[config.mk]
export PLATFORM = sky130hd
export DESIGN_NAME = i2c_target
export DESIGN_NICKNAME = d
export VERILOG_FILES = /design/src/rtl/i2c_pkg.sv /design/src/rtl/i2c_line_sync.sv /design/src/rtl/i2c_target.sv
export SDC_FILE = /design/constraint.sdc
export NUM_CORES = 1
export LEC_CHECK = 0
export CAP_MARGIN = 20
export CORE_MARGIN = 5
export CORE_UTILIZATION = 39
export CTS_BUF_LIST = sky130_fd_sc_hd__clkbuf_8
export CTS_CLUSTER_SIZE = 16
export DETAILED_ROUTE_END_ITERATION = 16
export SYNTH_ARGS = -nofsm -noshare
export SYNTH_HDL_FRONTEND = slang
export SYNTH_SLANG_ARGS = --single-unit
[constraint.sdc]
create_clock -name clk_i -period 1.98 [get_ports clk_i]
set_clock_uncertainty 0.15 [all_clocks]
set_input_delay 0.396 -clock clk_i [delete_from_list [all_inputs] [get_ports clk_i]]
set_output_delay 0.396 -clock clk_i [all_outputs]
set_load 0.01 [all_outputs]
[src/rtl/i2c_pkg.sv]
// Shared I2C definitions for the target and controller sides: FSM states, byte size, R/W bit encoding.
package i2c_pkg;

    localparam int   BITS_PER_BYTE = 8;
    localparam logic I2C_RW_WRITE  = 1'b0;
    localparam logic I2C_RW_READ   = ~I2C_RW_WRITE;

    typedef enum logic [3:0] {
        ST_IDLE,
        ST_ADDR,
        ST_ADDR_ACK,
        ST_REG,
        ST_REG_ACK,
        ST_WDATA,
        ST_WDATA_ACK,
        ST_RDATA,
        ST_RDATA_ACK,
        ST_WAIT_STOP
    } i2c_target_state_t;

endpackage

[src/rtl/i2c_line_sync.sv]
// Synchronizer plus edge-detect flop for one bus line; level/rise/fall valid STAGES clocks after the pad.
// Flops reset high to match an idle (pulled-up) bus so reset release never looks like an edge.
module i2c_line_sync #(
    parameter int STAGES = 2
) (
    input  logic clk_i,
    input  logic reset_n_i,
    input  logic line_i,
    output logic level_o,
    output logic prev_o,
    output logic rise_o,
    output logic fall_o
);

    logic [STAGES-1:0] sync_q;
    logic              prev_q;

    always_ff @(posedge clk_i or negedge reset_n_i) begin
        if (!reset_n_i) begin
            sync_q <= '1;
            prev_q <= 1'b1;
        end else begin
            sync_q <= {sync_q[STAGES-2:0], line_i};
            prev_q <= sync_q[STAGES-1];
        end
    end

    assign level_o = sync_q[STAGES-1];
    assign prev_o  = prev_q;
    assign rise_o  = sync_q[STAGES-1] & ~prev_q;
    assign fall_o  = ~sync_q[STAGES-1] & prev_q;

endmodule

[src/rtl/i2c_target.sv]
// I2C/SCCB target with a synchronous register port; read support under I2C_TARGET_READ_EN.
// Latency: pad edge to action SYNC_STAGES+1 clocks; no backpressure, SCL is never stretched.
import i2c_pkg::*;

module i2c_target #(
    parameter logic [6:0] DEVICE_ADDR = 7'h21,
    parameter int         SYNC_STAGES = 2
) (
    input  logic       clk_i,
    input  logic       reset_n_i,
    input  logic       scl_i,
    input  logic       sda_i,
    output logic       sda_oe_o,
    output logic [7:0] reg_addr_o,
    output logic [7:0] reg_wr_data_o,
    output logic       reg_wr_en_o,
    input  logic [7:0] reg_rd_data_i,
    output logic       busy_o,
    output logic       nack_o
);

    logic scl_lvl, scl_prev, scl_rise, scl_fall;
    logic sda_lvl, sda_prev, sda_rise, sda_fall;

    i2c_line_sync #(.STAGES(SYNC_STAGES)) u_scl_sync (
        .clk_i     (clk_i),
        .reset_n_i (reset_n_i),
        .line_i    (scl_i),
        .level_o   (scl_lvl),
        .prev_o    (scl_prev),
        .rise_o    (scl_rise),
        .fall_o    (scl_fall)
    );

    i2c_line_sync #(.STAGES(SYNC_STAGES)) u_sda_sync (
        .clk_i     (clk_i),
        .reset_n_i (reset_n_i),
        .line_i    (sda_i),
        .level_o   (sda_lvl),
        .prev_o    (sda_prev),
        .rise_o    (sda_rise),
        .fall_o    (sda_fall)
    );

    logic start_det, stop_det, sda_bit, rd_req, last_bit;
    logic [7:0] byte_in;

    i2c_target_state_t state;
    logic [3:0]        bit_cnt;
    logic [6:0]        shift_q;
`ifdef I2C_TARGET_READ_EN
    logic              rw_q;
`else
    logic              unused_rd_data;
    assign unused_rd_data = ^reg_rd_data_i;
`endif

    // START/STOP only while SCL is steadily high, so an SCL edge always wins over an SDA change
    assign start_det = scl_lvl & scl_prev & sda_fall;
    assign stop_det  = scl_lvl & scl_prev & sda_rise;
    assign sda_bit   = (sda_rise | sda_fall) ? sda_prev : sda_lvl;
    assign byte_in   = {shift_q, sda_bit};
    assign rd_req    = (sda_bit == I2C_RW_READ);
    assign last_bit  = (bit_cnt == 4'(BITS_PER_BYTE - 1));

    always_ff @(posedge clk_i or negedge reset_n_i) begin
        if (!reset_n_i) begin
            state         <= ST_IDLE;
            bit_cnt       <= '0;
            shift_q       <= '0;
            sda_oe_o      <= 1'b0;
            reg_addr_o    <= '0;
            reg_wr_data_o <= '0;
            reg_wr_en_o   <= 1'b0;
            busy_o        <= 1'b0;
            nack_o        <= 1'b0;
`ifdef I2C_TARGET_READ_EN
            rw_q          <= 1'b0;
`endif
        end else begin
            reg_wr_en_o <= 1'b0;
            nack_o      <= 1'b0;
            if (reg_wr_en_o)
                reg_addr_o <= reg_addr_o + 8'd1;

            if (start_det) begin
                state    <= ST_ADDR;
                bit_cnt  <= '0;
                busy_o   <= 1'b1;
                sda_oe_o <= 1'b0;
            end else if (stop_det) begin
                state    <= ST_IDLE;
                bit_cnt  <= '0;
                busy_o   <= 1'b0;
                sda_oe_o <= 1'b0;
            end else begin
                case (state)
                    ST_ADDR, ST_REG, ST_WDATA: begin
                        if (scl_rise) begin
                            shift_q <= byte_in[6:0];
                            bit_cnt <= bit_cnt + 4'd1;
                            if (last_bit) begin
                                bit_cnt <= '0;
                                if (state == ST_ADDR) begin
                                    if (byte_in[7:1] != DEVICE_ADDR) begin
                                        nack_o <= 1'b1;
                                        state  <= ST_WAIT_STOP;
                                    end
`ifdef I2C_TARGET_READ_EN
                                    else begin
                                        rw_q  <= rd_req;
                                        state <= ST_ADDR_ACK;
                                    end
`else
                                    else if (rd_req) begin
                                        nack_o <= 1'b1;
                                        state  <= ST_WAIT_STOP;
                                    end else begin
                                        state <= ST_ADDR_ACK;
                                    end
`endif
                                end else if (state == ST_REG) begin
                                    reg_addr_o <= byte_in;
                                    state      <= ST_REG_ACK;
                                end else begin
                                    reg_wr_data_o <= byte_in;
                                    reg_wr_en_o   <= 1'b1;
                                    state         <= ST_WDATA_ACK;
                                end
                            end
                        end
                    end

                    // ACK slot: pull SDA on the fall after bit 8, release on the next fall
                    ST_ADDR_ACK: begin
                        if (scl_fall) begin
                            if (!sda_oe_o) begin
                                sda_oe_o <= 1'b1;
                            end else begin
                                sda_oe_o <= 1'b0;
                                state    <= ST_REG;
`ifdef I2C_TARGET_READ_EN
                                if (rw_q == I2C_RW_READ) begin
                                    shift_q  <= reg_rd_data_i[6:0];
                                    sda_oe_o <= ~reg_rd_data_i[7];
                                    bit_cnt  <= 4'd1;
                                    state    <= ST_RDATA;
                                end
`endif
                            end
                        end
                    end

                    ST_REG_ACK, ST_WDATA_ACK: begin
                        if (scl_fall) begin
                            if (!sda_oe_o) begin
                                sda_oe_o <= 1'b1;
                            end else begin
                                sda_oe_o <= 1'b0;
                                state    <= ST_WDATA;
                            end
                        end
                    end

`ifdef I2C_TARGET_READ_EN
                    // bit_cnt counts bits already placed on SDA; the 9th fall hands SDA to the master
                    ST_RDATA: begin
                        if (scl_fall) begin
                            if (bit_cnt == 4'(BITS_PER_BYTE)) begin
                                sda_oe_o   <= 1'b0;
                                reg_addr_o <= reg_addr_o + 8'd1;
                                bit_cnt    <= '0;
                                state      <= ST_RDATA_ACK;
                            end else begin
                                sda_oe_o <= ~shift_q[6];
                                shift_q  <= {shift_q[5:0], 1'b0};
                                bit_cnt  <= bit_cnt + 4'd1;
                            end
                        end
                    end

                    ST_RDATA_ACK: begin
                        if (scl_rise && sda_bit) begin
                            state <= ST_WAIT_STOP;
                        end else if (scl_fall) begin
                            shift_q  <= reg_rd_data_i[6:0];
                            sda_oe_o <= ~reg_rd_data_i[7];
                            bit_cnt  <= 4'd1;
                            state    <= ST_RDATA;
                        end
                    end
`endif

                    default: begin
                        sda_oe_o <= 1'b0;
                    end
                endcase
            end
        end
    end

endmodule
==> reports/results.tsv <==
stage	metric	value	unit
critical_path	worst-path fanout max	7	
sta	min cycle time layout	1.93	ns
critical_path	launching element type of the critical path	flop	
sta	worst-margin pin slew	0.507	ns
floorplanning	Rows	25	
placed_design	Routability Congestion	0.811	
logic_synthesis	#FFs+latches synth	41	
logic_synthesis	Seq/Total Area, Yosys	53.3	%
outcome	failing checks	hold timing	
logic_synthesis	Netlist Area Pre-Place	0.00194	mm^2
clock_tree	TritonCTS clock tree	yes	
logic_synthesis	Yosys warnings	0	
clock_tree	Worst-Skew Late Latency	0.29	ns
global_route	pin count of the biggest net entering global routing	42	
sta	Final period util	97.4	%
critical_path	reg2reg setup slack	0.05	ns
logic_synthesis	Main synth FF type	dfrtp_1	
critical_path	worst reg2reg path startpoint	state[2]$_DFFE_PN0P_	
pwr	maximum vdd drop	0.460	mV
logic_synthesis	syn nets	172	
global_route	Overflow after GRT	0	
outcome	status	finished, violations left	
logic_synthesis	Async SR Flop Fraction	100	%
sta	Hold Slack	-0.00100	ns
finish	fin cells	269	
clock_tree	htree depth	2	
critical_path	RR Endpoint	state[0]$_DFFE_PN0P_	
sta	relative slew slack	66.2	%
global_route	first-pass GRT wire length	6.72	mm
floorplanning	Core ar.	0.00479	mm^2
placed_design	Post-Place Cells	261	
pwr	pwr dens	1040	mW/mm^2
finish	leading cell types in the layout, fill and taps excluded	34 x dfrtp_1, 29 x nand2_1, 22 x clkdlybuf4s50_1	
clock_tree	Root Buffer	clkbuf_8	
critical_path	critical path arrival	1.96	ns
logic_synthesis	Yosys cell types	43	
placed_design	port bufs	23	
floorplanning	Die Width	80.5	um
global_route	initial antenna violation count	0	
placed_design	dpl hpwl	2.94	mm
logic_synthesis	Syn Inst Count	158	
critical_path	critical path class	flop to flop	
logic_synthesis	Synth Area per Inst	12.3	um^2
global_route	all-layer global routing usage	13.7	%
floorplanning	die height	80.5	um
pwr	Leak Pwr	0.00115	uW
sta	RSZ-0062 raised after global routing	no	
drt	wire per inst	14.7	um
finish	nets	215	
floorplanning	Ports	32	
sta	Slew Viols, Final	0	
drt	via count	1343	
clock_tree	clk slew on worst S/H paths	0.07	ns
run	MaxCap Viol Count	0	
finish	Syn-to-layout area delta	27.1	%
drt	Avg Vias per Cell	4.99	
critical_path	worst reg2reg path depth	4	
clock_tree	clk buf depth	2	
sta	Max Fclk	518	MHz
clock_tree	# hold bufs at CTS	0	
min_path	hold crit path type	input port to asynchronous set/reset pin	
finish	share of cells above drive strength 1	31.7	%
clock_tree	Num CTS Buffers	5	
drt	Initial DRC Count	64	
global_route	vias in the first global route	1392	
critical_path	CP endpoint kind	flop	
sta	Final setup viols	0	
drt	DRC	0	
drt	Routed WL	3.95	mm
logic_synthesis	EDFF count, synth	0	
sta	Hold Violations, Final	1	
drt	Detail Route Antenna Nets	0	
floorplanning	Starting Density	40.5	%
finish	leading cell type in the layout, fill and taps excluded	dfrtp_1	
sta	setup_tns	0	ns
pwr	Power Total	2570	uW
floorplanning	die area	0.00649	mm^2
finish	Post-Route Utilization	51.6	%
clock_tree	Num Clock Sinks	41	
critical_path	CP required	2.01	ns
finish	n_diodes	0	
drt	DRT Pass-1 Iters	4	
## worst max-delay path: stages, from the launching register on
cell	delay, ns
dfrtp_2	0.47
or2_2	0.34
a22o_1	0.25
a31oi_4	0.25
mux2_2	0.36
## sequential cells by signal (all words and copies together), names as in the netlist, 2 cells and up
| register | cells |
|---|---|
| reg_addr_o | 8 |
| u_sda_sync.sync_q | 2 |
| u_scl_sync.sync_q | 2 |
| state | 4 |
| reg_wr_data_o | 8 |
| bit_cnt | 4 |
| shift_q | 7 |
## stage by stage
stage | hold WS, ns | instance area (um^2) | setup WS (ns)
CTS | 0.0127 | 2460 | 0.0287
floorplan | -0.0496 | 1940 | 0.133
global route | 0.0487 | 2470 | 0.0211
global placement | 0.196 | 2370 | 0.0403
detailed placement | 0.197 | 2370 | 0.0126
finish | -0.00100 | 2470 | 0.0506
## routing by layer
metal / up-vias / GRT usage (%) / routed length [um]
li1: 647 / - / -
met1: 664 / 17.7 / 1810
met2: 26 / 21.1 / 1910
met3: 6 / 3.92 / 163
met4: 0 / 6.08 / 68
met5: - / 0 / 0
## Yosys cell counts (all sizes together), types with 3 or more instances
master	instances	share of area, %
a21o	3	1.2
dfrtp	35	45
dfstp	6	8.1
mux2	21	12
nand2	29	5.6
nor2	7	1.4
nor3	5	2.4
o211ai	3	1.2
xnor2	5	2.3
xor2	5	2.3
## logic make-up (layout without fill, tap and decap cells)
| group | Yosys count | after routing | synth area share [%] |
|---|---|---|---|
| multiplexers | 23 | 23 | 13.2 |
| AO/OA/AOI/OAI | 14 | 14 | 6.06 |
| AND/OR/NAND/NOR | 63 | 63 | 19.8 |
| XOR/XNOR | 10 | 10 | 4.51 |
| flip-flops | 41 | 41 | 53.3 |
| adder cells (fa/ha/maj) | 2 | 2 | 1.29 |
| buffers and inverters | 5 | 49 | 1.87 |
## how the worst max path moves through the flow
| stage | startpoint | to |
|---|---|---|
| after global routing | state[2]$_DFFE_PN0P_ | state[1]$_DFFE_PN0P_ |
| after floorplan | state[3]$_DFFE_PN0P_ | reg_wr_data_o[0]$_DFFE_PN0P_ |
| after CTS | u_sda_sync.prev_o$_DFF_PN1_ | state[1]$_DFFE_PN0P_ |
| after global placement | state[2]$_DFFE_PN0P_ | state[0]$_DFFE_PN0P_ |
| final | state[2]$_DFFE_PN0P_ | state[0]$_DFFE_PN0P_ |
| after detailed placement | state[2]$_DFFE_PN0P_ | state[0]$_DFFE_PN0P_ |
## power breakdown
part / total, uW / internal, uW / leakage [uW] / switching (uW)
Sequential: 1120 / 979 / 0.000536 / 142
Combinational: 917 / 457 / 0.000568 / 460
Clock: 530 / 243 / 0.0000439 / 287
## final cells by class
class                   instances  area (um^2)
multi-input cells             112          885
clock buffers                   5         68.8
flip-flops and latches         41         1030
inverters                       2         7.51
clock inverters                 3         17.5
repair buffers                 39          370
fillers                       432         2320
well taps                      67         83.8
## what timing repair did
item,4_1_cts,5_1_grt
setup buffers,0,0
pin swaps,0,0
endpoints found under the setup margin,1,17
gates resized for setup,1,3
Power figures use the tool's default switching activity.
